[src/rtl/fp_convert_arbiter_if.sv]
// Handshake bundle between the two sample requesters, the shared
// 12-bit -> 8-bit float converter and the result consumer.
// FP_SAT_FLAG_EN adds the out_sat result flag.
interface fp_convert_arbiter_if;
  logic        req0_valid;
  logic [11:0] req0_data;
  logic        req0_ready;
  logic        req1_valid;
  logic [11:0] req1_data;
  logic        req1_ready;
  logic        out_valid;
  logic        out_ready;
  logic        out_id;
  logic        out_s;
  logic [2:0]  out_e;
  logic [3:0]  out_f;
`ifdef FP_SAT_FLAG_EN
  logic        out_sat;

  modport slave (
    input  req0_valid, req0_data, req1_valid, req1_data, out_ready,
    output req0_ready, req1_ready, out_valid, out_id, out_s, out_e, out_f,
           out_sat
  );
  modport master (
    output req0_valid, req0_data, req1_valid, req1_data, out_ready,
    input  req0_ready, req1_ready, out_valid, out_id, out_s, out_e, out_f,
           out_sat
  );
`else
  modport slave (
    input  req0_valid, req0_data, req1_valid, req1_data, out_ready,
    output req0_ready, req1_ready, out_valid, out_id, out_s, out_e, out_f
  );
  modport master (
    output req0_valid, req0_data, req1_valid, req1_data, out_ready,
    input  req0_ready, req1_ready, out_valid, out_id, out_s, out_e, out_f
  );
`endif
endinterface

[src/rtl/fp_convert_arbiter.sv]
// Shared iterative converter: 12-bit two's complement -> (S, E[2:0], F[3:0]),
// value = (-1)^S * F * 2^E. Two requesters, round-robin (or fixed priority
// with PRIO_FIXED=1). Sequence per sample: ABS, NORM (one shift per cycle),
// RND, then DONE holds the result until the consumer takes it.
// Optional feature macro: FP_SAT_FLAG_EN adds the out_sat result flag.
module fp_convert_arbiter #(
  parameter bit PRIO_FIXED = 1'b0
) (
  input  logic                 clk,
  input  logic                 rst,
  fp_convert_arbiter_if.slave  bus,
  output logic                 busy
);

  typedef enum logic [2:0] {
    S_IDLE,
    S_ABS,
    S_NORM,
    S_RND,
    S_DONE
  } state_t;

  state_t      r_state;
  logic        r_last;      // requester granted last; reset to 1 so req0 wins first
  logic        r_id;
  logic [11:0] r_data;
  logic        r_s;
  logic [11:0] r_w;
  logic [3:0]  r_e;
  logic        r_out_valid;
  logic        r_out_id;
  logic        r_out_s;
  logic [2:0]  r_out_e;
  logic [3:0]  r_out_f;
`ifdef FP_SAT_FLAG_EN
  logic        r_in_sat;
  logic        r_out_sat;
`endif

  logic        w_gnt1;
  logic        w_accept;
  logic [11:0] w_mag;
  logic [11:0] w_w_sh;
  logic [3:0]  w_e_dec;
  logic        w_norm_done;
  logic [4:0]  w_f_sum;
  logic [2:0]  w_rnd_e;
  logic [3:0]  w_rnd_f;
  logic        w_rnd_sat;

  // Arbitration: pick which valid requester is granted while IDLE.
  always_comb begin
    w_gnt1 = 1'b0;
    if (bus.req0_valid && bus.req1_valid)
      w_gnt1 = PRIO_FIXED ? 1'b0 : ~r_last;
    else
      w_gnt1 = bus.req1_valid;
  end

  // Transfer only in IDLE, and never while reset is being applied.
  assign w_accept       = (r_state == S_IDLE) && !rst && (bus.req0_valid || bus.req1_valid);
  assign bus.req0_ready = w_accept && !w_gnt1;
  assign bus.req1_ready = w_accept &&  w_gnt1;

  // Magnitude; -2048 has no positive 12-bit counterpart so it clamps to 2047.
  always_comb begin
    w_mag = r_data;
    if (r_data == 12'h800)
      w_mag = 12'h7FF;
    else if (r_data[11])
      w_mag = 12'(~r_data + 12'd1);
  end

  // One normalisation step; leave NORM once the MSB is set or E has hit zero.
  always_comb begin
    w_w_sh      = {r_w[10:0], 1'b0};
    w_e_dec     = r_e - 4'd1;
    w_norm_done = (w_e_dec == 4'd0) || w_w_sh[11];
  end

  // Round half-up on w[7]; significand overflow bumps E, E overflow saturates.
  // E is at most 7 here because NORM always performs at least one shift.
  always_comb begin
    w_f_sum   = {1'b0, r_w[11:8]} + {4'b0000, r_w[7]};
    w_rnd_e   = r_e[2:0];
    w_rnd_f   = w_f_sum[3:0];
    w_rnd_sat = 1'b0;
    if (w_f_sum[4]) begin
      if (r_e[2:0] == 3'd7) begin
        w_rnd_e   = 3'd7;
        w_rnd_f   = 4'd15;
        w_rnd_sat = 1'b1;
      end else begin
        w_rnd_e = r_e[2:0] + 3'd1;
        w_rnd_f = 4'b1000;
      end
    end
  end

  // Sequencer with registered outputs; reset drops any in-flight sample.
  // NOTE: all state here uses non-blocking assignments so every register
  // samples the pre-edge values, independent of statement order.
  always_ff @(posedge clk) begin
    if (rst) begin
      r_state     <= S_IDLE;
      r_last      <= 1'b1;
      r_id        <= 1'b0;
      r_data      <= '0;
      r_s         <= 1'b0;
      r_w         <= '0;
      r_e         <= '0;
      r_out_valid <= 1'b0;
      r_out_id    <= 1'b0;
      r_out_s     <= 1'b0;
      r_out_e     <= '0;
      r_out_f     <= '0;
`ifdef FP_SAT_FLAG_EN
      r_in_sat    <= 1'b0;
      r_out_sat   <= 1'b0;
`endif
    end else begin
      unique case (r_state)
        S_IDLE: begin
          if (w_accept) begin
            r_data  <= w_gnt1 ? bus.req1_data : bus.req0_data;
            r_id    <= w_gnt1;
            r_last  <= w_gnt1;
            r_state <= S_ABS;
          end
        end
        S_ABS: begin
          r_s     <= r_data[11];
          r_w     <= w_mag;
          r_e     <= 4'd8;
`ifdef FP_SAT_FLAG_EN
          r_in_sat <= (r_data == 12'h800);
`endif
          r_state <= S_NORM;
        end
        S_NORM: begin
          r_w <= w_w_sh;
          r_e <= w_e_dec;
          if (w_norm_done)
            r_state <= S_RND;
        end
        S_RND: begin
          r_out_valid <= 1'b1;
          r_out_id    <= r_id;
          r_out_s     <= r_s;
          r_out_e     <= w_rnd_e;
          r_out_f     <= w_rnd_f;
`ifdef FP_SAT_FLAG_EN
          r_out_sat   <= r_in_sat | w_rnd_sat;
`endif
          r_state     <= S_DONE;
        end
        S_DONE: begin
          if (bus.out_ready) begin
            r_out_valid <= 1'b0;
            r_state     <= S_IDLE;
          end
        end
        default: r_state <= S_IDLE;
      endcase
    end
  end

  assign bus.out_valid = r_out_valid;
  assign bus.out_id    = r_out_id;
  assign bus.out_s     = r_out_s;
  assign bus.out_e     = r_out_e;
  assign bus.out_f     = r_out_f;
`ifdef FP_SAT_FLAG_EN
  assign bus.out_sat   = r_out_sat;
`endif
  assign busy          = (r_state != S_IDLE);

endmodule

[src/flat_wrapper.sv]
// flat-port wrapper written by rule: the top's interface ports become plain ports
module fp_convert_arbiter_flat 
#(
  parameter bit PRIO_FIXED = 1'b0
)
  (clk, rst, busy, bus_req0_valid, bus_req0_data, bus_req1_valid, bus_req1_data, bus_out_ready, bus_req0_ready, bus_req1_ready, bus_out_valid, bus_out_id, bus_out_s, bus_out_e, bus_out_f);
  fp_convert_arbiter_if bus_i ();
  input  logic clk;
  input  logic rst;
  output logic busy;
  input wire logic [$bits(bus_i.req0_valid)-1:0] bus_req0_valid;
  input wire logic [$bits(bus_i.req0_data)-1:0] bus_req0_data;
  input wire logic [$bits(bus_i.req1_valid)-1:0] bus_req1_valid;
  input wire logic [$bits(bus_i.req1_data)-1:0] bus_req1_data;
  input wire logic [$bits(bus_i.out_ready)-1:0] bus_out_ready;
  output wire logic [$bits(bus_i.req0_ready)-1:0] bus_req0_ready;
  output wire logic [$bits(bus_i.req1_ready)-1:0] bus_req1_ready;
  output wire logic [$bits(bus_i.out_valid)-1:0] bus_out_valid;
  output wire logic [$bits(bus_i.out_id)-1:0] bus_out_id;
  output wire logic [$bits(bus_i.out_s)-1:0] bus_out_s;
  output wire logic [$bits(bus_i.out_e)-1:0] bus_out_e;
  output wire logic [$bits(bus_i.out_f)-1:0] bus_out_f;
  assign bus_i.req0_valid = bus_req0_valid;
  assign bus_i.req0_data = bus_req0_data;
  assign bus_i.req1_valid = bus_req1_valid;
  assign bus_i.req1_data = bus_req1_data;
  assign bus_i.out_ready = bus_out_ready;
  assign bus_req0_ready = bus_i.req0_ready;
  assign bus_req1_ready = bus_i.req1_ready;
  assign bus_out_valid = bus_i.out_valid;
  assign bus_out_id = bus_i.out_id;
  assign bus_out_s = bus_i.out_s;
  assign bus_out_e = bus_i.out_e;
  assign bus_out_f = bus_i.out_f;
  fp_convert_arbiter #(.PRIO_FIXED(PRIO_FIXED)) u_core (.clk(clk), .rst(rst), .bus(bus_i), .busy(busy));
endmodule
[config.mk]
export PLATFORM = sky130hd
export DESIGN_NAME = fp_convert_arbiter_flat
export DESIGN_NICKNAME = d
export VERILOG_FILES = /design/src/rtl/fp_convert_arbiter_if.sv /design/src/rtl/fp_convert_arbiter.sv /design/src/flat_wrapper.sv
export SDC_FILE = /design/constraint.sdc
export NUM_CORES = 1
export LEC_CHECK = 0
export ABC_AREA = 1
export BUFFER_PORTS_ARGS = -buffer_cell sky130_fd_sc_hd__buf_2
export CORE_ASPECT_RATIO = 0.5
export CORE_MARGIN = 5
export CORE_UTILIZATION = 55
export DETAILED_ROUTE_END_ITERATION = 10
export PLACE_DENSITY_LB_ADDON = 0.3
export RECOVER_POWER = 100
export SYNTH_ARGS = -nofsm -noshare
export SYNTH_HDL_FRONTEND = slang
export SYNTH_SLANG_ARGS = --single-unit
[constraint.sdc]
create_clock -name clk -period 1.5 [get_ports clk]
set_input_delay 0.375 -clock clk [delete_from_list [all_inputs] [get_ports clk]]
set_output_delay 0.375 -clock clk [all_outputs]
set_load 0.005 [all_outputs]
==> results of run 1 <==
## flip-flops by register name, indices dropped and copies added, names as in the netlist
signal,cells
u_core.r_data,12
u_core.r_w,12
u_core.bus.out_f,4
u_core.r_e,4
u_core.bus.out_e,3
u_core.r_state,3
u_core.bus.out_id,1
u_core.bus.out_s,1
u_core.bus.out_valid,1
u_core.r_id,1
u_core.r_last,1
u_core.r_s,1
## worst paths after layout
| kind | cells after the start | to | from | slack [ns] |
|---|---|---|---|---|
| setup / recovery | 6 | bus_req1_ready | u_core.r_state[2] | -0.21 |
| hold / removal | 3 | u_core.r_data[1] | bus_req0_data[1] | 0.31 |
| setup reg to reg | 9 | u_core.r_w[2] | u_core.r_state[2] | 0.07 |
| hold reg to reg | 2 | u_core.bus.out_valid | u_core.bus.out_valid | 0.48 |
## logic make-up (layout without fill, tap and decap cells)
group,after synthesis,after routing,synth area share (%)
xor+xnor,6,6,2.37
fa+ha+maj,6,6,3.38
compound gates,69,69,18.4
buf+inv,47,108,8.84
flops,44,44,39.6
simple gates,146,146,27.4
## through the flow
step / setup WS [ns] / hold WS (ns) / setup TNS, ns
after global routing: -0.274 / 0.321 / -0.638
after CTS: -0.199 / 0.309 / -0.375
after detailed placement: -0.00273 / 0.455 / -0.00273
after floorplan: 0.136 / 0.430 / 0
final: -0.211 / 0.308 / -0.380
after global placement: 0.0638 / 0.445 / 0
## final cells by class
| class | instances | area [sq um] | area share [%] |
|---|---|---|---|
| Inverter | 36 | 135 | 4.83 |
| Multi-Input combinational cell | 227 | 1190 | 42.7 |
| Timing Repair Buffer | 64 | 407 | 14.5 |
| Clock buffer | 6 | 72.6 | 2.59 |
| Tap cell | 54 | 67.6 | 2.41 |
| Sequential cell | 44 | 888 | 31.7 |
| Clock inverter | 2 | 35.0 | 1.25 |
## critical path, stage by stage, from the launching register on
cell                      delay, ns
sky130_fd_sc_hd__dfxtp_2       0.35
sky130_fd_sc_hd__nor2_4        0.15
sky130_fd_sc_hd__nand2_2       0.07
sky130_fd_sc_hd__nor2_2        0.09
sky130_fd_sc_hd__o21ai_2       0.08
sky130_fd_sc_hd__nor2_4        0.16
sky130_fd_sc_hd__buf_6         0.12
## report_power, final
group          total, uW  switching [uW]  leakage, uW  internal [uW]
Clock                917             423    0.0000552            495
Sequential          1650             212     0.000361           1440
Combinational       2180            1240     0.000886            936
## layout by cell type (no fill, tap or decap), types with 3 or more instances in the layout
master                     netlist  routed
sky130_fd_sc_hd__o22ai_1         3       3
sky130_fd_sc_hd__buf_6           1       3
sky130_fd_sc_hd__nand3_1        15      13
sky130_fd_sc_hd__inv_2           1       3
sky130_fd_sc_hd__nand2_2         2       3
sky130_fd_sc_hd__inv_1          35      33
sky130_fd_sc_hd__a21oi_1        15      15
sky130_fd_sc_hd__o221ai_1        4       4
sky130_fd_sc_hd__nand2_1        86      84
sky130_fd_sc_hd__nor2_1         30      29
sky130_fd_sc_hd__xor2_1          3       3
sky130_fd_sc_hd__dfxtp_2         0       3
sky130_fd_sc_hd__buf_4           2      21
sky130_fd_sc_hd__o21ai_0        22      21
sky130_fd_sc_hd__nand4_1         3       3
sky130_fd_sc_hd__a31oi_1        15      15
sky130_fd_sc_hd__ha_1            6       4
sky130_fd_sc_hd__nor3_1          5       5
sky130_fd_sc_hd__o21bai_1        3       3
sky130_fd_sc_hd__clkbuf_8        0       5
sky130_fd_sc_hd__o211ai_1        3       3
sky130_fd_sc_hd__dfxtp_1        44      40
sky130_fd_sc_hd__buf_2           4      39
## timing repair
action,4_1_cts,5_1_grt
setup buffers,3,4
endpoints found under the setup margin,3,22
hold endpoints to repair,0,0
gates cloned,0,0
pin swaps,3,6
resized for setup,5,17
## layer usage
layer  wire length, microns  vias up  track usage, %
met5                      0        -               0
met4                     74        0            9.07
met3                    475        8            4.38
met2                   2660      113            38.9
met1                   2640     1051            29.2
li1                       -     1176               -
==> impl_metrics.prom, run 1 <==
# TYPE chip_impl_metric gauge
chip_impl_info{name="outcome",value="complete, but fails checks"} 1
chip_impl_info{name="violations",value="negative setup slack"} 1
chip_impl_metric{name="post_route_cells_drive_above_1_share",unit="%"} 24.8
chip_impl_metric{name="slew_viols_final",unit=""} 0
chip_impl_metric{name="num_antenna_cells",unit=""} 0
chip_impl_metric{name="cp_max_fo",unit=""} 4
chip_impl_metric{name="slew_at_the_pin_closest_to_its_max_slew_limit",unit="ns"} 0.293
chip_impl_metric{name="drcViolationCount",unit=""} 0
chip_impl_metric{name="synth.yosys.warnings",unit=""} 0
chip_impl_metric{name="synthesis.nets",unit=""} 353
chip_impl_metric{name="synthCells",unit=""} 318
chip_impl_metric{name="cts-hold-fix-buffers",unit=""} 0
chip_impl_info{name="yosys.cell_count.top_type",value="sky130_fd_sc_hd__nand2_1"} 1
chip_impl_metric{name="power.static_leakage",unit="uW"} 0.00130
chip_impl_metric{name="wl",unit="microns"} 5850
chip_impl_metric{name="fin_crit_sh",unit="%"} 114
chip_impl_metric{name="post-route-util",unit="%"} 71.7
chip_impl_metric{name="clock_tree.buffer_depth",unit=""} 2
chip_impl_metric{name="boundaryPins",unit=""} 42
chip_impl_metric{name="row_count",unit=""} 16
chip_impl_metric{name="timing.clock.skew",unit="ns"} 0.00847
chip_impl_metric{name="clock_insertion_delay_worst_skew",unit="ns"} 0.31
chip_impl_metric{name="worst-endpoint-required",unit="ns"} 1.12
chip_impl_metric{name="design.final.nets",unit=""} 413
chip_impl_metric{name="yosysUniqueCellTypes",unit=""} 30
chip_impl_info{name="tritoncts",value="done"} 1
chip_impl_metric{name="final_critical_path_setup_slack",unit="ns"} -0.211
chip_impl_metric{name="drt_iter0_drc",unit=""} 160
chip_impl_info{name="synth_common_cells",value="sky130_fd_sc_hd__nand2_1, sky130_fd_sc_hd__dfxtp_1, sky130_fd_sc_hd__inv_1"} 1
chip_impl_metric{name="die_h",unit="microns"} 54.9
chip_impl_info{name="ys_dominant_reg_cell",value="sky130_fd_sc_hd__dfxtp_1"} 1
chip_impl_metric{name="die_width",unit="microns"} 99.9
chip_impl_metric{name="initial_core_util",unit="%"} 56.9
chip_impl_metric{name="finalHoldViolCount",unit=""} 0
chip_impl_info{name="setup.worst_path.end_class",value="output pin"} 1
chip_impl_info{name="yosys.area.top_type",value="sky130_fd_sc_hd__dfxtp_1"} 1
chip_impl_metric{name="globalplace.congestion",unit=""} 0.902
chip_impl_metric{name="io_buffer_count",unit=""} 41
chip_impl_metric{name="cap_violations",unit=""} 0
chip_impl_metric{name="slew_headroom",unit="%"} 80.3
chip_impl_metric{name="grt_max_degree",unit=""} 16
chip_impl_info{name="rsz0062_at_grt",value="true"} 1
chip_impl_metric{name="wire_length_of_the_first_global_routing_pass",unit="microns"} 9780
chip_impl_metric{name="design_area",unit="sq mm"} 0.00280
chip_impl_info{name="worstSetupPathType",value="flop to output pin"} 1
chip_impl_metric{name="routed_wire_length_per_instance",unit="microns"} 13.5
chip_impl_metric{name="via_count",unit=""} 2348
chip_impl_metric{name="dpl_cell_area",unit="sq mm"} 0.00257
chip_impl_metric{name="die-area",unit="sq mm"} 0.00549
chip_impl_metric{name="vdd_drop_max",unit="uV"} 948
chip_impl_metric{name="finalWorstPathRequiredPeriod",unit="ns"} 1.71
chip_impl_metric{name="ys_async_sr_fraction",unit="%"} 0
chip_impl_metric{name="drt.antenna.violating_nets",unit=""} 0
chip_impl_info{name="synth_top_cells_by_area",value="sky130_fd_sc_hd__dfxtp_1, sky130_fd_sc_hd__nand2_1, sky130_fd_sc_hd__inv_1"} 1
chip_impl_metric{name="power",unit="uW"} 4750
chip_impl_metric{name="cts.clk_slew.worst_paths",unit="ns"} 0.09
chip_impl_metric{name="core_region_area",unit="sq mm"} 0.00390
chip_impl_metric{name="post_layout_nonfiller_instances",unit=""} 433
chip_impl_info{name="clock_tree.root_cell",value="sky130_fd_sc_hd__clkbuf_8"} 1
chip_impl_metric{name="seq_area_frac_synth",unit="%"} 39.6
chip_impl_metric{name="drtPass1Iterations",unit=""} 5
chip_impl_metric{name="h_tree_levels",unit=""} 2
chip_impl_metric{name="power-per-cell-area",unit="mW/mm^2"} 1690
chip_impl_metric{name="synth_seq_cells",unit=""} 44
chip_impl_metric{name="syn-cell-area",unit="sq mm"} 0.00222
chip_impl_metric{name="fmaxAchievable",unit="GHz"} 0.584
chip_impl_metric{name="antenna_found_initial",unit=""} 0
chip_impl_metric{name="yosys.area.top_type_share",unit="%"} 39.6
chip_impl_metric{name="flow.area_growth_from_synthesis",unit="%"} 26.0
chip_impl_metric{name="globalRouteTotalUtil",unit="%"} 22.7
chip_impl_info{name="hold_path_class",value="input pin to flop"} 1
chip_impl_metric{name="final.fill_count",unit=""} 326
chip_impl_metric{name="synth.avg_cell_area",unit="sq um"} 6.99
chip_impl_metric{name="avgViaCountPerCell",unit=""} 5.42
chip_impl_metric{name="hpwl",unit="microns"} 4220
chip_impl_metric{name="grt.overflow.total",unit=""} 0
chip_impl_metric{name="synth-edff-count",unit=""} 0
chip_impl_metric{name="dpl.cell_count",unit=""} 418
chip_impl_info{name="cp-start-kind",value="flop"} 1
chip_impl_metric{name="setup_viol_count_final",unit=""} 2
chip_impl_metric{name="cts-buffers-inserted",unit=""} 5
chip_impl_metric{name="numClockSinks",unit=""} 44
chip_impl_metric{name="worst_path_arrival",unit="ns"} 1.34
chip_impl_metric{name="grt_pass1_vias",unit=""} 2174
Note: power is estimated with default switching activity, not from simulation.
==> inputs of run 2 (changes only) <==
--- a/config.mk
+++ b/config.mk
@@ -8,7 +8,6 @@
 export ABC_AREA = 1
 export BUFFER_PORTS_ARGS = -buffer_cell sky130_fd_sc_hd__buf_2
 export CORE_ASPECT_RATIO = 0.5
-export CORE_MARGIN = 5
 export CORE_UTILIZATION = 55
 export DETAILED_ROUTE_END_ITERATION = 10
 export PLACE_DENSITY_LB_ADDON = 0.3
==> constraint.sdc (replaced) <==
create_clock -name clk -period 1.5 [get_ports clk]
set_input_delay 0.225 -clock clk [delete_from_list [all_inputs] [get_ports clk]]
set_output_delay 0.225 -clock clk [all_outputs]
set_load 0.005 [all_outputs]
==> run 2 against run 1 <==
  * The flow still finishes with violations (negative setup slack)
  * Critical path type unchanged
  * Maximum frequency up 9.8%
  * Sequential cell count unchanged
  * Hold slack worse by 0.16 ns
  * Worst setup slack improved by 0.15 ns
  * Critical endpoint is now bus_req0_ready
  * Critical path depth did not move
  * Sequential share of layout area rose by 0.65 points
  * Design area fell by 1.7%
  * First-iteration DRC count decreased by 6.3%
  * Highest routed layer unchanged
  * Register-to-register slack worse by 0.07 ns
  * Clock power decreased by 21%
==> impl_metrics.prom, run 2 (same netlist as run 1, synthesis figures left out) <==
# TYPE chip_impl_metric gauge
chip_impl_metric{name="timing.clock.skew",unit="ns"} 0.0113
chip_impl_metric{name="cap_violations",unit=""} 0
chip_impl_metric{name="worst_path_arrival",unit="ns"} 1.33
chip_impl_metric{name="power-per-cell-area",unit="mW/mm^2"} 1650
chip_impl_metric{name="slew_viols_final",unit=""} 0
chip_impl_metric{name="cts-buffers-inserted",unit=""} 5
chip_impl_metric{name="slew_at_the_pin_closest_to_its_max_slew_limit",unit="ns"} 0.465
chip_impl_metric{name="drt.antenna.violating_nets",unit=""} 0
chip_impl_info{name="clock_tree.root_cell",value="sky130_fd_sc_hd__clkbuf_8"} 1
chip_impl_metric{name="globalplace.congestion",unit=""} 0.945
chip_impl_metric{name="via_count",unit=""} 2337
chip_impl_metric{name="finalWorstPathRequiredPeriod",unit="ns"} 1.56
chip_impl_metric{name="finalHoldViolCount",unit=""} 0
chip_impl_metric{name="die_width",unit="microns"} 91.9
chip_impl_metric{name="fin_crit_sh",unit="%"} 104
chip_impl_metric{name="die_h",unit="microns"} 46.9
chip_impl_metric{name="antenna_found_initial",unit=""} 0
chip_impl_metric{name="boundaryPins",unit=""} 42
chip_impl_metric{name="num_antenna_cells",unit=""} 0
chip_impl_metric{name="grt_max_degree",unit=""} 18
chip_impl_metric{name="design.final.nets",unit=""} 415
chip_impl_metric{name="p_int",unit="uW"} 2680
chip_impl_info{name="hold_path_class",value="input pin to flop"} 1
chip_impl_metric{name="vdd_drop_max",unit="uV"} 633
chip_impl_metric{name="wl",unit="microns"} 5750
chip_impl_metric{name="worst-endpoint-required",unit="ns"} 1.27
chip_impl_metric{name="io_buffer_count",unit=""} 41
chip_impl_metric{name="setup_viol_count_final",unit=""} 2
chip_impl_info{name="source_of_the_worst_register_to_register_timing_path",value="u_core.r_e[1]"} 1
chip_impl_metric{name="clock_insertion_delay_worst_skew",unit="ns"} 0.31
chip_impl_metric{name="grt.overflow.total",unit=""} 0
chip_impl_metric{name="core_region_area",unit="sq mm"} 0.00364
chip_impl_metric{name="cts.clk_slew.worst_paths",unit="ns"} 0.08
chip_impl_metric{name="wire_length_of_the_first_global_routing_pass",unit="microns"} 8930
chip_impl_metric{name="post_layout_nonfiller_instances",unit=""} 431
chip_impl_metric{name="share_clk_of_total_power",unit="%"} 16.0
chip_impl_metric{name="total_switching_power",unit="uW"} 1860
chip_impl_metric{name="globalRouteTotalUtil",unit="%"} 27.4
chip_impl_metric{name="post_route_cells_drive_above_1_share",unit="%"} 23.7
chip_impl_metric{name="cts-hold-fix-buffers",unit=""} 0
chip_impl_metric{name="swShare",unit="%"} 41.0
chip_impl_metric{name="row_count",unit=""} 15
chip_impl_info{name="tritoncts",value="done"} 1
chip_impl_info{name="rsz0062_at_grt",value="true"} 1
chip_impl_metric{name="numClockSinks",unit=""} 44
chip_impl_metric{name="cp_max_fo",unit=""} 5
chip_impl_metric{name="slew_headroom",unit="%"} 68.9
chip_impl_metric{name="clock_tree.buffer_depth",unit=""} 2
chip_impl_metric{name="drt_iter0_drc",unit=""} 150
chip_impl_metric{name="drcViolationCount",unit=""} 0
chip_impl_metric{name="holdWs",unit="ns"} 0.144
chip_impl_metric{name="dpl.cell_count",unit=""} 411
chip_impl_metric{name="power.static_leakage",unit="uW"} 0.00126
chip_impl_metric{name="h_tree_levels",unit=""} 2
chip_impl_info{name="leading_cell_type_in_the_layout_fill_and_taps_excluded",value="sky130_fd_sc_hd__nand2_1"} 1
chip_impl_metric{name="power.share.sequential",unit="%"} 36.2
chip_impl_info{name="worstHoldStart",value="bus_req0_data[1]"} 1
chip_impl_info{name="outcome",value="complete, but fails checks"} 1
chip_impl_metric{name="routed_wire_length_per_instance",unit="microns"} 13.3
chip_impl_metric{name="avgViaCountPerCell",unit=""} 5.42
chip_impl_info{name="worstSetupPathType",value="flop to output pin"} 1
chip_impl_metric{name="power",unit="uW"} 4550
chip_impl_metric{name="die-area",unit="sq mm"} 0.00431
chip_impl_metric{name="final_critical_path_setup_slack",unit="ns"} -0.0583
chip_impl_info{name="largest_registers",value="u_core.r_data x12, u_core.r_w x12"} 1
chip_impl_metric{name="fmaxAchievable",unit="GHz"} 0.642
chip_impl_info{name="cp-start-kind",value="flop"} 1
chip_impl_info{name="violations",value="negative setup slack"} 1
chip_impl_metric{name="grt_pass1_vias",unit=""} 1966
chip_impl_metric{name="hpwl",unit="microns"} 3970
chip_impl_metric{name="drtPass1Iterations",unit=""} 4
chip_impl_metric{name="combinationalPowerShare",unit="%"} 47.8
chip_impl_info{name="critical_path.startpoint",value="u_core.r_state[1]"} 1
chip_impl_info{name="setup.worst_path.end_class",value="output pin"} 1
chip_impl_metric{name="initial_core_util",unit="%"} 61.0
chip_impl_info{name="final_cell_mix",value="sky130_fd_sc_hd__nand2_1, sky130_fd_sc_hd__buf_2, sky130_fd_sc_hd__dfxtp_1, sky130_fd_sc_hd__inv_1, sky130_fd_sc_hd__nor2_1"} 1
chip_impl_metric{name="flow.area_growth_from_synthesis",unit="%"} 23.8
==> run 2: cell types whose count changed in the layout (fill, tap and decap cells not counted), sizes merged <==
cell	delta
buf	-3
inv	-1
bufinv	-1
clkbuf	+4
clkinvlp	+2
==> run 2: worst paths after layout <==
check                               to  slack (ns)  cells past startpoint
setup / recovery        bus_req0_ready       -0.06                      6
hold / removal        u_core.r_data[1]        0.14                      3
setup reg to reg     u_core.r_state[0]           0                      7
hold reg to reg   u_core.bus.out_valid        0.47                      2
==> run 2: timing repair <==
item | CTS | global route
pin swaps | 2 | 6
buffers inserted | 5 | 8
endpoints found under the setup margin | 7 | 28
resized for setup | 6 | 15
==> run 2: final cells by class <==
cell class | count | area, sq um
inverters | 36 | 141
multi-input cells | 227 | 1190
clock buffers | 5 | 68.8
repair buffers | 66 | 385
flip-flops and latches | 44 | 891
well taps | 51 | 63.8
fillers | 267 | 890
clock inverters | 2 | 12.5
==> run 2: worst max-delay path, cell delays in order, from the launching register on <==
cell,delay [ns]
sky130_fd_sc_hd__dfxtp_1,0.36
sky130_fd_sc_hd__inv_1,0.15
sky130_fd_sc_hd__o211ai_1,0.14
sky130_fd_sc_hd__nor2_1,0.12
sky130_fd_sc_hd__nand2_1,0.09
sky130_fd_sc_hd__inv_4,0.07
sky130_fd_sc_hd__buf_2,0.10
==> run 2: layer usage <==
metal / global-route usage, % / wire length [microns] / vias to the layer above
li1: - / - / 1175
met1: 35.0 / 2640 / 1051
met2: 45.8 / 2540 / 101
met3: 7.93 / 475 / 10
met4: 10.3 / 89 / 0
met5: 0 / 0 / -
==> run 2: per-stage QoR <==
stage / util [%] / area [sq um] / setup TNS (ns) / setup slack [ns]
2_1_floorplan: - / 2220 / 0 / 0.136
3_3_place_gp: 69.2 / 2520 / 0 / 0.0573
3_5_place_dp: 69.2 / 2520 / -0.157 / -0.0934
4_1_cts: 72.9 / 2650 / -0.0924 / -0.0529
5_1_grt: 75.6 / 2750 / -0.643 / -0.164
6_report: 75.6 / 2750 / -0.110 / -0.0583
==> run 2: power by group through the flow <==
stage,clock [uW],combinational [uW],sequential [uW]
finish,728,2170,1650
global route,775,2420,1670
CTS,725,1910,1620
detailed placement,0,1800,1640
global placement,0,1750,1630
floorplan,0,1310,1620
==> inputs of run 3 (changes only) <==
--- a/config.mk
+++ b/config.mk
@@ -7,8 +7,9 @@
 export LEC_CHECK = 0
 export ABC_AREA = 1
 export BUFFER_PORTS_ARGS = -buffer_cell sky130_fd_sc_hd__buf_2
+export CAP_MARGIN = 20
 export CORE_ASPECT_RATIO = 0.5
-export CORE_UTILIZATION = 55
+export CORE_UTILIZATION = 59
 export DETAILED_ROUTE_END_ITERATION = 10
 export PLACE_DENSITY_LB_ADDON = 0.3
 export RECOVER_POWER = 100
==> constraint.sdc (replaced) <==
create_clock -name clk -period 1.85 [get_ports clk]
set_input_delay 0.2775 -clock clk [delete_from_list [all_inputs] [get_ports clk]]
set_output_delay 0.2775 -clock clk [all_outputs]
set_load 0.005 [all_outputs]
==> run 3 against run 2 <==
  * Sequential share of layout area is 1.9 points higher
  * The run now ends clean
  * Clock skew is 0.0062 ns lower
  * Hold slack better by 0.059 ns
  * Routed wire length is 6.8% lower
  * Largest cell class unchanged
  * First-iteration DRC count is 2.0% higher
  * Die area is 6.6% lower
  * Count of clock-buffer cells in the layout is 1 higher
  * Critical path type unchanged
  * Design area is 6.6% lower
  * Power is 23% lower
  * Non-clock buffer count is 18 lower
  * Sequential power is 18% lower
  * Critical path depth stayed put
==> impl_metrics.prom, run 3 (same netlist as run 1, synthesis figures left out) <==
# TYPE chip_impl_metric gauge
chip_impl_metric{name="clock_insertion_delay_worst_skew",unit="ns"} 0.30
chip_impl_info{name="outcome",value="finished, final reports clean"} 1
chip_impl_metric{name="clock_tree.buffer_depth",unit=""} 2
chip_impl_metric{name="wl",unit="microns"} 5350
chip_impl_metric{name="total_switching_power",unit="uW"} 1410
chip_impl_metric{name="wire_length_of_the_first_global_routing_pass",unit="microns"} 8730
chip_impl_info{name="largest_registers",value="u_core.r_data x12, u_core.r_w x12"} 1
chip_impl_info{name="setup.worst_path.end_class",value="output pin"} 1
chip_impl_metric{name="final.fill_count",unit=""} 305
chip_impl_metric{name="boundaryPins",unit=""} 42
chip_impl_metric{name="flow.area_growth_from_synthesis",unit="%"} 15.6
chip_impl_metric{name="design_area",unit="sq mm"} 0.00257
chip_impl_info{name="rsz0062_at_grt",value="true"} 1
chip_impl_metric{name="placement.setup.worst_slack",unit="ns"} 0.351
chip_impl_info{name="worstSetupPathType",value="flop to output pin"} 1
chip_impl_metric{name="io_buffer_count",unit=""} 41
chip_impl_metric{name="worst_path_arrival",unit="ns"} 1.49
chip_impl_metric{name="drt.antenna.violating_nets",unit=""} 0
chip_impl_metric{name="worst-endpoint-required",unit="ns"} 1.57
chip_impl_metric{name="h_tree_levels",unit=""} 2
chip_impl_metric{name="final_critical_path_setup_slack",unit="ns"} 0.0846
chip_impl_metric{name="vdd_drop_max",unit="uV"} 527
chip_impl_metric{name="share_clk_of_total_power",unit="%"} 20.9
chip_impl_metric{name="routed_wire_length_per_instance",unit="microns"} 12.9
chip_impl_info{name="clock_tree.root_cell",value="sky130_fd_sc_hd__clkbuf_8"} 1
chip_impl_metric{name="finalHoldViolCount",unit=""} 0
chip_impl_info{name="hold_path_class",value="input pin to flop"} 1
chip_impl_metric{name="cp_max_fo",unit=""} 8
chip_impl_metric{name="cts-buffers-inserted",unit=""} 5
chip_impl_metric{name="post_route_cells_drive_above_1_share",unit="%"} 13.8
chip_impl_metric{name="finalWorstPathRequiredPeriod",unit="ns"} 1.77
chip_impl_metric{name="setup_viol_count_final",unit=""} 0
chip_impl_metric{name="swShare",unit="%"} 40.5
chip_impl_metric{name="fin_crit_sh",unit="%"} 95.4
chip_impl_metric{name="die_width",unit="microns"} 88.8
chip_impl_metric{name="slew_at_the_pin_closest_to_its_max_slew_limit",unit="ns"} 0.546
chip_impl_metric{name="combinationalPowerShare",unit="%"} 40.4
chip_impl_metric{name="cts.clk_slew.worst_paths",unit="ns"} 0.08
chip_impl_metric{name="design.final.nets",unit=""} 397
chip_impl_metric{name="cap_violations",unit=""} 0
chip_impl_metric{name="row_count",unit=""} 15
chip_impl_metric{name="die-area",unit="sq mm"} 0.00403
chip_impl_metric{name="cts-hold-fix-buffers",unit=""} 0
chip_impl_metric{name="power",unit="uW"} 3490
chip_impl_metric{name="globalplace.congestion",unit=""} 0.933
chip_impl_metric{name="antenna_found_initial",unit=""} 0
chip_impl_metric{name="globalRouteTotalUtil",unit="%"} 29.1
chip_impl_info{name="final_cell_mix",value="sky130_fd_sc_hd__nand2_1, sky130_fd_sc_hd__dfxtp_1, sky130_fd_sc_hd__inv_1, sky130_fd_sc_hd__buf_2, sky130_fd_sc_hd__nor2_1"} 1
chip_impl_info{name="cp-start-kind",value="flop"} 1
chip_impl_metric{name="slew_viols_final",unit=""} 0
chip_impl_metric{name="drtPass1Iterations",unit=""} 7
chip_impl_metric{name="via_count",unit=""} 2273
chip_impl_metric{name="hpwl",unit="microns"} 3950
chip_impl_metric{name="power-per-cell-area",unit="mW/mm^2"} 1360
chip_impl_info{name="tritoncts",value="done"} 1
chip_impl_metric{name="p_int",unit="uW"} 2080
chip_impl_info{name="leading_cell_type_in_the_layout_fill_and_taps_excluded",value="sky130_fd_sc_hd__nand2_1"} 1
chip_impl_metric{name="power.static_leakage",unit="uW"} 0.00116
chip_impl_metric{name="num_antenna_cells",unit=""} 0
chip_impl_metric{name="core_region_area",unit="sq mm"} 0.00351
chip_impl_metric{name="die_h",unit="microns"} 45.4
chip_impl_metric{name="drcViolationCount",unit=""} 0
chip_impl_metric{name="grt_max_degree",unit=""} 18
chip_impl_metric{name="holdWs",unit="ns"} 0.203
chip_impl_metric{name="avgViaCountPerCell",unit=""} 5.49
chip_impl_metric{name="slew_headroom",unit="%"} 63.6
chip_impl_metric{name="dpl_cell_area",unit="sq mm"} 0.00246
chip_impl_metric{name="numClockSinks",unit=""} 44
chip_impl_metric{name="fmaxAchievable",unit="GHz"} 0.566
chip_impl_metric{name="grt_pass1_vias",unit=""} 1937
chip_impl_metric{name="power.share.sequential",unit="%"} 38.6
chip_impl_metric{name="timing.clock.skew",unit="ns"} 0.00511
chip_impl_metric{name="grt.overflow.total",unit=""} 0
chip_impl_metric{name="initial_core_util",unit="%"} 63.3
chip_impl_metric{name="drt_iter0_drc",unit=""} 153
-- run 3: cell types whose count changed in the layout (fill, tap and decap cells not counted), moves of 3 or more --
cell	before	now
sky130_fd_sc_hd__buf_4	22	4
sky130_fd_sc_hd__clkbuf_1	5	12
sky130_fd_sc_hd__dfxtp_1	38	44
sky130_fd_sc_hd__buf_2	38	33
sky130_fd_sc_hd__dfxtp_2	5	0
sky130_fd_sc_hd__ha_1	3	6
-- run 3: through the flow --
| step | util (%) | setup TNS, ns | instances |
|---|---|---|---|
| after floorplan | - | 0 | 318 |
| after global placement | 70.1 | 0 | 403 |
| after detailed placement | 70.1 | 0 | 403 |
| after CTS | 73.2 | 0 | 411 |
| after global routing | 73.2 | -0.0202 | 414 |
| final | 73.2 | 0 | 414 |
-- run 3: critical path: stages, from the launching register on --
cell and delay (ns):
sky130_fd_sc_hd__dfxtp_1 0.38, sky130_fd_sc_hd__nor2_4 0.17, sky130_fd_sc_hd__nand2_2 0.07, sky130_fd_sc_hd__nor2_1 0.11, sky130_fd_sc_hd__o21ai_2 0.09, sky130_fd_sc_hd__nor2_4 0.22, sky130_fd_sc_hd__buf_2 0.16
-- run 3: power by group through the flow --
stage                     Combinational [uW]  Sequential (uW)  Clock [uW]
after floorplan                         1060             1310           0
after global routing                    1600             1380         769
after detailed placement                1370             1360           0
after CTS                               1400             1340         731
final                                   1410             1350         731
after global placement                  1340             1350           0
-- run 3: final cells by class --
| class | instances | area, sq um | share of cell area (%) |
|---|---|---|---|
| inverter | 36 | 140 | 5.46 |
| clock inverter | 2 | 35.0 | 1.36 |
| clock buffer | 6 | 72.6 | 2.83 |
| tap | 51 | 63.8 | 2.48 |
| timing repair buffer | 48 | 236 | 9.21 |
| multi-input combinational | 227 | 1140 | 44.4 |
| sequential | 44 | 881 | 34.3 |
-- run 3: timing repair --
action / in CTS / in global routing
resized for setup: 0 / 2
buffers inserted: 0 / 3
endpoints found under the setup margin: 0 / 2
-- run 3: routing by layer --
metal,vias up,global-route usage [%],share of wire [%]
met5,-,0,0
met1,1033,37.2,47
met4,0,9.03,1.1
met3,9,7.43,7.7
met2,98,49.4,45
li1,1133,-,-
-- run 3: worst paths after layout --
kind	from	to	slack [ns]	cells past startpoint
max reg2reg	u_core.r_state[0]	u_core.r_e[3]	0.16	5
min reg2reg	u_core.bus.out_valid	u_core.bus.out_valid	0.47	2
min	bus_req0_data[1]	u_core.r_data[1]	0.20	3
max	u_core.r_state[0]	bus_req1_ready	0.08	6
